[config.mk]
export PLATFORM = sky130hd
export DESIGN_NAME = dvfs_vf_sequencer_flat
export DESIGN_NICKNAME = d
export VERILOG_FILES = /design/src/rtl/pwr_pkg.sv /design/src/rtl/dvfs_vf_sequencer_if.sv /design/src/rtl/dvfs_wait_timer.sv /design/src/rtl/dvfs_vf_sequencer.sv /design/src/flat_wrapper.sv
export SDC_FILE = /design/constraint.sdc
export NUM_CORES = 1
export LEC_CHECK = 0
export CORE_MARGIN = 3
export CORE_UTILIZATION = 45
export DETAILED_ROUTE_END_ITERATION = 6
export PLACE_DENSITY = 0.77
export SLEW_MARGIN = 40
export SYNTH_ARGS = -nofsm -noshare
export SYNTH_HDL_FRONTEND = slang
export SYNTH_SLANG_ARGS = --single-unit
[constraint.sdc]
create_clock -name clk -period 3.2 [get_ports clk]
set_input_delay 0.48 -clock clk [delete_from_list [all_inputs] [get_ports clk]]
set_output_delay 0.48 -clock clk [all_outputs]
set_load 0.03 [all_outputs]
[src/rtl/pwr_pkg.sv]
// Shared power-management types: sequencer states, error codes and level defaults.
package pwr_pkg;

  localparam int LEVEL_W_DEF     = 3;
  localparam int RESET_LEVEL_DEF = 4;

  typedef logic [LEVEL_W_DEF-1:0] level_t;

  typedef enum logic [3:0] {
    IDLE, VUP, FGATE, FRELOCK, FLOCK, VDN, SETTLE, DONE, ERROR
  } vf_state_e;

  typedef enum logic [1:0] {
    NONE        = 2'd0,
    VR_ACK_RISE = 2'd1,
    VR_ACK_FALL = 2'd2,
    PLL_LOCK    = 2'd3
  } err_code_e;

endpackage

[src/rtl/dvfs_vf_sequencer_if.sv]
// Policy request plus VR and PLL handshakes; the sequencer is the slave side.
interface dvfs_vf_sequencer_if
  import pwr_pkg::*;
#(
  parameter int LEVEL_W = LEVEL_W_DEF
) ();

  logic               req_valid;
  logic               req_ready;
  logic [LEVEL_W-1:0] req_vlevel;
  logic [LEVEL_W-1:0] req_flevel;
  logic               vr_req;
  logic [LEVEL_W-1:0] vr_level;
  logic               vr_ack;
  logic               pll_relock;
  logic [LEVEL_W-1:0] pll_flevel;
  logic               pll_lock;

  modport master (
    output req_valid, req_vlevel, req_flevel, vr_ack, pll_lock,
    input  req_ready, vr_req, vr_level, pll_relock, pll_flevel
  );

  modport slave (
    input  req_valid, req_vlevel, req_flevel, vr_ack, pll_lock,
    output req_ready, vr_req, vr_level, pll_relock, pll_flevel
  );

endinterface

[src/rtl/dvfs_wait_timer.sv]
// Loadable down-counter that saturates at zero; expired_o flags a zero count.
module dvfs_wait_timer #(
  parameter int CNT_W = 8
) (
  input  logic             clk,
  input  logic             rst,
  input  logic             load_i,
  input  logic [CNT_W-1:0] load_val_i,
  output logic             expired_o
);

  logic [CNT_W-1:0] cnt_q, cnt_d;

  always_comb begin
    cnt_d = cnt_q;
    if (load_i) begin
      cnt_d = load_val_i;
    end else if (cnt_q != '0) begin
      cnt_d = cnt_q - CNT_W'(1);
    end
  end

  always_ff @(posedge clk) begin
    if (rst) begin
      cnt_q <= '0;
    end else begin
      cnt_q <= cnt_d;
    end
  end

  assign expired_o = (cnt_q == '0);

endmodule

[src/rtl/dvfs_vf_sequencer.sv]
// Orders VR and PLL steps for a DVFS change: voltage up first, frequency, voltage down last.
module dvfs_vf_sequencer
  import pwr_pkg::*;
#(
  parameter int LEVEL_W          = LEVEL_W_DEF,
  parameter int VR_SETTLE_CYCLES = 64,
  parameter int VR_TIMEOUT       = 1024,
  parameter int PLL_TIMEOUT      = 1024,
  parameter int RESET_LEVEL      = RESET_LEVEL_DEF
) (
  input  logic                  clk,
  input  logic                  rst,
  dvfs_vf_sequencer_if.slave    vf_bus,
  output logic                  clk_gate_en_o,
  output logic [LEVEL_W-1:0]    cur_vlevel_o,
  output logic [LEVEL_W-1:0]    cur_flevel_o,
  output logic                  busy_o,
  output logic                  done_o,
  output logic                  err_o,
  output logic [1:0]            err_code_o,
  input  logic                  err_clr_i
);

  localparam int VR_MAX    = (VR_TIMEOUT > VR_SETTLE_CYCLES) ? VR_TIMEOUT : VR_SETTLE_CYCLES;
  localparam int VR_CNT_W  = $clog2(VR_MAX + 1);
  localparam int PLL_CNT_W = $clog2(PLL_TIMEOUT + 1);
  localparam logic [LEVEL_W-1:0] RST_LVL = LEVEL_W'(RESET_LEVEL);

  vf_state_e          state_q, state_d;
  err_code_e          err_code_q, err_code_d;
  logic [LEVEL_W-1:0] tv_q, tv_d, tf_q, tf_d;
  logic [LEVEL_W-1:0] cur_vlevel_q, cur_vlevel_d, cur_flevel_q, cur_flevel_d;
  logic [LEVEL_W-1:0] vr_level_q, vr_level_d, pll_flevel_q, pll_flevel_d;
  logic               req_ready_q, req_ready_d, busy_q, busy_d, done_q, done_d;
  logic               vr_req_q, vr_req_d, pll_relock_q, pll_relock_d;
  logic               clk_gate_en_q, clk_gate_en_d, err_q, err_d;

  logic               accept, in_vr_d, entering_vr;
  logic               vr_load, pll_load, vr_expired, pll_expired;
  logic [VR_CNT_W-1:0] vr_load_val;

  assign accept      = req_ready_q & vf_bus.req_valid;
  assign in_vr_d     = (state_d == VUP) || (state_d == VDN);
  assign entering_vr = in_vr_d && (state_d != state_q);

  // One VR timer serves ack-rise, ack-fall and settle; each wait reloads it on entry.
  assign vr_load     = entering_vr
                    || (in_vr_d && vr_req_q && vf_bus.vr_ack)
                    || ((state_d == SETTLE) && (state_q != SETTLE));
  assign vr_load_val = (state_d == SETTLE) ? VR_CNT_W'(VR_SETTLE_CYCLES - 1)
                                           : VR_CNT_W'(VR_TIMEOUT - 1);
  assign pll_load    = (state_d == FRELOCK) && (state_q != FRELOCK);

  dvfs_wait_timer #(.CNT_W(VR_CNT_W)) u_vr_timer (
    .clk        (clk),
    .rst        (rst),
    .load_i     (vr_load),
    .load_val_i (vr_load_val),
    .expired_o  (vr_expired)
  );

  // The PLL budget spans FRELOCK and FLOCK together, so it loads only on relock entry.
  dvfs_wait_timer #(.CNT_W(PLL_CNT_W)) u_pll_timer (
    .clk        (clk),
    .rst        (rst),
    .load_i     (pll_load),
    .load_val_i (PLL_CNT_W'(PLL_TIMEOUT - 1)),
    .expired_o  (pll_expired)
  );

  always_ff @(posedge clk) begin
    if (rst) begin
      state_q       <= IDLE;
      err_code_q    <= NONE;
      tv_q          <= RST_LVL;
      tf_q          <= RST_LVL;
      cur_vlevel_q  <= RST_LVL;
      cur_flevel_q  <= RST_LVL;
      vr_level_q    <= RST_LVL;
      pll_flevel_q  <= RST_LVL;
      req_ready_q   <= 1'b0;
      busy_q        <= 1'b0;
      done_q        <= 1'b0;
      vr_req_q      <= 1'b0;
      pll_relock_q  <= 1'b0;
      clk_gate_en_q <= 1'b0;
      err_q         <= 1'b0;
    end else begin
      state_q       <= state_d;
      err_code_q    <= err_code_d;
      tv_q          <= tv_d;
      tf_q          <= tf_d;
      cur_vlevel_q  <= cur_vlevel_d;
      cur_flevel_q  <= cur_flevel_d;
      vr_level_q    <= vr_level_d;
      pll_flevel_q  <= pll_flevel_d;
      req_ready_q   <= req_ready_d;
      busy_q        <= busy_d;
      done_q        <= done_d;
      vr_req_q      <= vr_req_d;
      pll_relock_q  <= pll_relock_d;
      clk_gate_en_q <= clk_gate_en_d;
      err_q         <= err_d;
    end
  end

  // In VUP/VDN a high vr_req_q means waiting for ack rise, low means waiting for ack fall.
  always_comb begin
    state_d = state_q;
    unique case (state_q)
      IDLE: begin
        if (accept) begin
          if (vf_bus.req_vlevel > cur_vlevel_q)       state_d = VUP;
          else if (vf_bus.req_flevel != cur_flevel_q) state_d = FGATE;
          else if (vf_bus.req_vlevel < cur_vlevel_q)  state_d = VDN;
          else                                        state_d = DONE;
        end
      end
      VUP, VDN: begin
        if (vr_req_q) begin
          if (!vf_bus.vr_ack && vr_expired) state_d = ERROR;
        end else if (!vf_bus.vr_ack) begin
          state_d = SETTLE;
        end else if (vr_expired) begin
          state_d = ERROR;
        end
      end
      SETTLE:  if (vr_expired) state_d = (tf_q != cur_flevel_q) ? FGATE : DONE;
      FGATE:   state_d = FRELOCK;
      FRELOCK: begin
        if (!vf_bus.pll_lock)  state_d = FLOCK;
        else if (pll_expired)  state_d = ERROR;
      end
      FLOCK: begin
        if (vf_bus.pll_lock)   state_d = (tv_q < cur_vlevel_q) ? VDN : DONE;
        else if (pll_expired)  state_d = ERROR;
      end
      DONE:    state_d = IDLE;
      ERROR:   if (err_clr_i) state_d = IDLE;
      default: state_d = IDLE;
    endcase
  end

  always_comb begin
    tv_d         = accept ? vf_bus.req_vlevel : tv_q;
    tf_d         = accept ? vf_bus.req_flevel : tf_q;
    req_ready_d  = (state_d == IDLE);
    busy_d       = (state_d != IDLE);
    done_d       = (state_d == DONE);
    err_d        = (state_d == ERROR);
    vr_req_d     = entering_vr ? 1'b1 : (in_vr_d && vr_req_q && !vf_bus.vr_ack);
    vr_level_d   = entering_vr ? tv_d : vr_level_q;
    pll_relock_d = (state_d == FRELOCK);
    pll_flevel_d = pll_load ? tf_q : pll_flevel_q;

    err_code_d = err_code_q;
    if (state_d != ERROR) begin
      err_code_d = NONE;
    end else if (state_q != ERROR) begin
      if ((state_q == VUP) || (state_q == VDN)) err_code_d = vr_req_q ? VR_ACK_RISE : VR_ACK_FALL;
      else                                      err_code_d = PLL_LOCK;
    end

    clk_gate_en_d = (state_d == FGATE) || (state_d == FRELOCK) || (state_d == FLOCK)
                 || ((state_d == ERROR) && (err_code_d == PLL_LOCK));

    cur_vlevel_d = ((state_q == SETTLE) && (state_d != SETTLE)) ? tv_q : cur_vlevel_q;
    cur_flevel_d = ((state_q == FLOCK) && (state_d != FLOCK) && (state_d != ERROR))
                   ? tf_q : cur_flevel_q;
  end

  assign vf_bus.req_ready  = req_ready_q;
  assign vf_bus.vr_req     = vr_req_q;
  assign vf_bus.vr_level   = vr_level_q;
  assign vf_bus.pll_relock = pll_relock_q;
  assign vf_bus.pll_flevel = pll_flevel_q;
  assign clk_gate_en_o     = clk_gate_en_q;
  assign cur_vlevel_o      = cur_vlevel_q;
  assign cur_flevel_o      = cur_flevel_q;
  assign busy_o            = busy_q;
  assign done_o            = done_q;
  assign err_o             = err_q;
  assign err_code_o        = err_code_q;

endmodule

[src/flat_wrapper.sv]
// flat-port wrapper written by rule: the top's interface ports become plain ports
module dvfs_vf_sequencer_flat import pwr_pkg::*;
#(
  parameter int LEVEL_W          = LEVEL_W_DEF,
  parameter int VR_SETTLE_CYCLES = 64,
  parameter int VR_TIMEOUT       = 1024,
  parameter int PLL_TIMEOUT      = 1024,
  parameter int RESET_LEVEL      = RESET_LEVEL_DEF
)
  (clk, rst, clk_gate_en_o, cur_vlevel_o, cur_flevel_o, busy_o, done_o, err_o, err_code_o, err_clr_i, vf_bus_req_valid, vf_bus_req_vlevel, vf_bus_req_flevel, vf_bus_vr_ack, vf_bus_pll_lock, vf_bus_req_ready, vf_bus_vr_req, vf_bus_vr_level, vf_bus_pll_relock, vf_bus_pll_flevel);
  dvfs_vf_sequencer_if #(.LEVEL_W(LEVEL_W)) vf_bus_i ();
  input  logic clk;
  input  logic rst;
  output logic clk_gate_en_o;
  output logic [LEVEL_W-1:0] cur_vlevel_o;
  output logic [LEVEL_W-1:0] cur_flevel_o;
  output logic busy_o;
  output logic done_o;
  output logic err_o;
  output logic [1:0] err_code_o;
  input  logic err_clr_i;
  input wire logic [$bits(vf_bus_i.req_valid)-1:0] vf_bus_req_valid;
  input wire logic [$bits(vf_bus_i.req_vlevel)-1:0] vf_bus_req_vlevel;
  input wire logic [$bits(vf_bus_i.req_flevel)-1:0] vf_bus_req_flevel;
  input wire logic [$bits(vf_bus_i.vr_ack)-1:0] vf_bus_vr_ack;
  input wire logic [$bits(vf_bus_i.pll_lock)-1:0] vf_bus_pll_lock;
  output wire logic [$bits(vf_bus_i.req_ready)-1:0] vf_bus_req_ready;
  output wire logic [$bits(vf_bus_i.vr_req)-1:0] vf_bus_vr_req;
  output wire logic [$bits(vf_bus_i.vr_level)-1:0] vf_bus_vr_level;
  output wire logic [$bits(vf_bus_i.pll_relock)-1:0] vf_bus_pll_relock;
  output wire logic [$bits(vf_bus_i.pll_flevel)-1:0] vf_bus_pll_flevel;
  assign vf_bus_i.req_valid = vf_bus_req_valid;
  assign vf_bus_i.req_vlevel = vf_bus_req_vlevel;
  assign vf_bus_i.req_flevel = vf_bus_req_flevel;
  assign vf_bus_i.vr_ack = vf_bus_vr_ack;
  assign vf_bus_i.pll_lock = vf_bus_pll_lock;
  assign vf_bus_req_ready = vf_bus_i.req_ready;
  assign vf_bus_vr_req = vf_bus_i.vr_req;
  assign vf_bus_vr_level = vf_bus_i.vr_level;
  assign vf_bus_pll_relock = vf_bus_i.pll_relock;
  assign vf_bus_pll_flevel = vf_bus_i.pll_flevel;
  dvfs_vf_sequencer #(.LEVEL_W(LEVEL_W), .VR_SETTLE_CYCLES(VR_SETTLE_CYCLES), .VR_TIMEOUT(VR_TIMEOUT), .PLL_TIMEOUT(PLL_TIMEOUT), .RESET_LEVEL(RESET_LEVEL)) u_core (.clk(clk), .rst(rst), .vf_bus(vf_bus_i), .clk_gate_en_o(clk_gate_en_o), .cur_vlevel_o(cur_vlevel_o), .cur_flevel_o(cur_flevel_o), .busy_o(busy_o), .done_o(done_o), .err_o(err_o), .err_code_o(err_code_o), .err_clr_i(err_clr_i));
endmodule
==> results.yml <==
timing:
  finalCritPeriodShare_pct: 87.0
  tightest_slew_ns: 0.714
  clock.fmax_mhz: 359
  maxSlewHeadroom_pct: 51.7
  worst_slack_ns: 0.415
  fin_setup_tns_ns: 0
  period_minus_slack_ns: 2.78
  drv_slew: 0
  clock_skew_ns: 0.00848
  hold_viol: 0
  rsz0062_at_grt: "false"
  setup_violations: 0
power_and_ir_drop:
  total_power_mw: 2.46
  power_frac_comb_pct: 44.9
  p_clk_share_pct: 15.0
  powerDensity_nw_per_um2: 795
  intPower_mw: 1.47
  p_sw_mw: 0.989
  peakVddDrop_mv: 0.316
  p_sw_share_pct: 40.3
  p_leak_nw: 1.21
  power_frac_seq_pct: 40.1
critical_path:
  reg2reg_to: "u_core.clk_gate_en_o$_SDFF_PP0_"
  r2r_slack_ns: 0.48
  critPathKind: "in2reg"
  worstPathBufferInverterCount: 2
  slowest_delay_ns: 0.47
  worstPathRequired_ns: 3.40
  start_kind: "primary input"
  cp.depth: 10
  worst_r2r_path_depth: 9
  crit_arrival_ns: 2.99
  cp_max_fo: 5
  crit_chain: "clkdlybuf4s50_1, inv_1, ha_1, and3_1, a21oi_1, nor3_1, a2111oi_4, nand2_4, nor3_2, mux2_2"
  crit_path_end_kind: "register"
  cp_slowest_cell: "clkdlybuf4s50_1"
  r2r-start: "u_core.u_vr_timer.cnt_q[0]$_SDFFE_PP0P_"
  cp_top_family: "compound AO/OA/AOI/OAI gates"
grt:
  grt_pass1_vias: 2028
  gr-usage-all-layers_pct: 17.9
  grt_use_met2_pct: 27.2
  met1_usage_pct: 24.3
  overflow: 0
  grt_max_degree: 22
  antenna_found_initial: 0
  grtUsageMet3_pct: 4.34
  grt_pass1_wl_mm: 9.32
  grt.busiest_layer: "met2"
clock_network:
  cts_hold_buf: 0
  clock_sinks: 53
  post_cts_buffers: 0
  insertion_delay_ns: 0.31
  h-tree-depth: 2
  clk_pin_slew_ns: 0.09
  clockBufferDepth: 2
  post_cts_resized: 0
  cts_tree: "done"
  clock_tree.root_cell: "clkbuf_8"
  cts_buffers: 5
yosys:
  ys_async_sr_fraction_pct: 0
  ys_warn_count: 0
  avgSynthCellArea_sq_um: 8.83
  synth_seq_area_share_pct: 40.7
  synth_edf_count: 0
  synth_ff_type: "dfxtp_1"
  ys_seq_elements: 53
  synth_cells: 295
  yosys.cell_types.count: 48
  syn_area_sq_um: 2610
  synth.net_count: 314
routing:
  drc: 0
  wire_per_inst_microns: 13.7
  ant_nets: 0
  dr.pass1.iters: 4
  wirelength_mm: 5.48
  drt_iter0_markers: 125
  routed_via_density: 5.42
  vias: 2166
final_layout:
  final_cell_area_sq_um: 3090
  syn_to_final_growth_pct: 18.6
  diodes: 0
  final_common_cell: "dfxtp_1"
  drive_gt1_share_pct: 9.45
  final_cell_mix: "53 x dfxtp_1, 32 x clkdlybuf4s50_1, 29 x a21oi_1, 26 x nor2_1, 19 x nand2_1"
  final_nets: 346
  fillCellCount: 524
placement:
  dp_hpwl_mm: 4.00
  io_buffer_count: 32
  dp_slack_ns: 0.0897
  dpl-instance-area_sq_um: 3010
  gp_congestion: 0.871
die:
  io_pins: 33
  core_sq_um: 5540
  die_h_microns: 82.1
  start_util_pct: 47.0
  die_w_microns: 82.1
  fp-row-count: 27
  die_area_sq_um: 6740
outcome:
  status: "complete, no violations"
hold_path:
  hp-start: "u_core.u_pll_timer.cnt_q[10]$_SDFFE_PP0N_"
  holdPathStages: 2
  hp-class: "reg2reg"
  worst_hold_path.endpoint: "u_core.u_pll_timer.cnt_q[10]$_SDFFE_PP0N_"
flow_run:
  cap_violations: 0
power by group through the flow:
stage	combinational, mW	clock [mW]	sequential, mW
6_report	1.10	0.369	0.984
5_1_grt	1.23	0.407	1.01
4_1_cts	1.11	0.385	0.984
3_5_place_dp	1.11	0	0.998
3_3_place_gp	1.08	0	0.993
2_1_floorplan	0.817	0	1.02
cell families (layout without fill, tap and decap cells):
logic type | count (synthesis) | in the layout | synth area share, %
compound gates | 59 | 59 | 14.1
mux | 8 | 8 | 3.26
flops | 53 | 53 | 40.7
xor+xnor | 22 | 22 | 7.39
simple gates | 122 | 122 | 27.7
fa+ha+maj | 7 | 7 | 3.36
buf+inv | 24 | 57 | 3.50
per-layer routing:
metal	up-vias	share of wire [%]
met5	-	0
met4	0	1.7
met3	7	4.0
met2	41	46
met1	1011	48
li1	1107	-
flip-flops by register name, summed over array words and instances (netlist names):
name                      flops
u_core.done_o                 1
u_core.tv_q                   3
u_core.cur_flevel_o           3
u_core.busy_o                 1
u_core.vf_bus.pll_flevel      3
u_core.vf_bus.pll_relock      1
u_core.err_code_o             2
u_core.vf_bus.vr_req          1
u_core.vf_bus.req_ready       1
u_core.tf_q                   3
u_core.state_q                4
u_core.cur_vlevel_o           3
u_core.clk_gate_en_o          1
u_core.u_vr_timer.cnt_q      11
u_core.vf_bus.vr_level        3
u_core.err_o                  1
u_core.u_pll_timer.cnt_q     11
worst register-to-register path: cells and delay by family, from the launching register on:
family	cells	cell delay (ns)
flip-flops	1	0.32
AO/OA/AOI/OAI	3	0.53
adder cells (fa/ha/maj)	1	0.21
buffers and inverters	1	0.10
AND/OR/NAND/NOR	4	1.45
how the worst max path moves through the flow:
stage	from	slack, ns	endpoint
after global placement	vf_bus_req_vlevel[0]	0.17	u_core.vf_bus.vr_level[0]$_SDFFE_PP0P_
after CTS	vf_bus_req_vlevel[0]	0.42	u_core.vf_bus.vr_level[1]$_SDFFE_PP0P_
after global routing	vf_bus_req_vlevel[0]	0.22	u_core.vf_bus.vr_level[1]$_SDFFE_PP0P_
final	vf_bus_req_vlevel[0]	0.42	u_core.vf_bus.vr_level[1]$_SDFFE_PP0P_
after floorplan	u_core.cur_vlevel_o[2]$_SDFFE_PP1P_	0.69	u_core.vf_bus.vr_level[0]$_SDFFE_PP0P_
after detailed placement	vf_bus_req_vlevel[0]	0.09	u_core.vf_bus.vr_level[1]$_SDFFE_PP0P_
final cells by class:
class	count	area, sq um	area share (%)
tap	72	90.1	2.91
clock inverter	2	10.0	0.324
timing repair buffer	37	358	11.6
clock buffer	6	72.6	2.35
multi-input combinational	218	1450	47.0
sequential	53	1060	34.3
inverter	12	45.0	1.46
synth_stat cells, drive strengths merged (3+ instances only):
library cell / n / area (sq um)
nor3: 16 / 85.1
nand3: 13 / 65.1
a31oi: 5 / 31.3
a211o: 4 / 35.0
a21oi: 29 / 145
nor2: 27 / 104
o21ai: 12 / 60.1
and3: 4 / 25.0
mux2: 4 / 45.0
nand2b: 6 / 37.5
xor2: 11 / 96.3
inv: 12 / 45.0
a2111oi: 3 / 45.1
dfxtp: 53 / 1060
xnor2: 11 / 96.3
nor3b: 3 / 22.5
ha: 7 / 87.6
nor2b: 3 / 18.8
clkbuf: 11 / 41.3
or3: 3 / 18.8
nand3b: 6 / 57.6
mux2i: 4 / 40.0
nand2: 20 / 82.6
nor4: 6 / 52.6
through the flow:
step / hold WS [ns] / util, % / std cells
2_1_floorplan: 0.438 / - / 295
3_3_place_gp: 0.447 / 54.3 / 392
3_5_place_dp: 0.455 / 54.3 / 392
4_1_cts: 0.469 / 55.8 / 400
5_1_grt: 0.528 / 55.8 / 400
6_report: 0.468 / 55.8 / 400
Power figures use the tool's default switching activity.
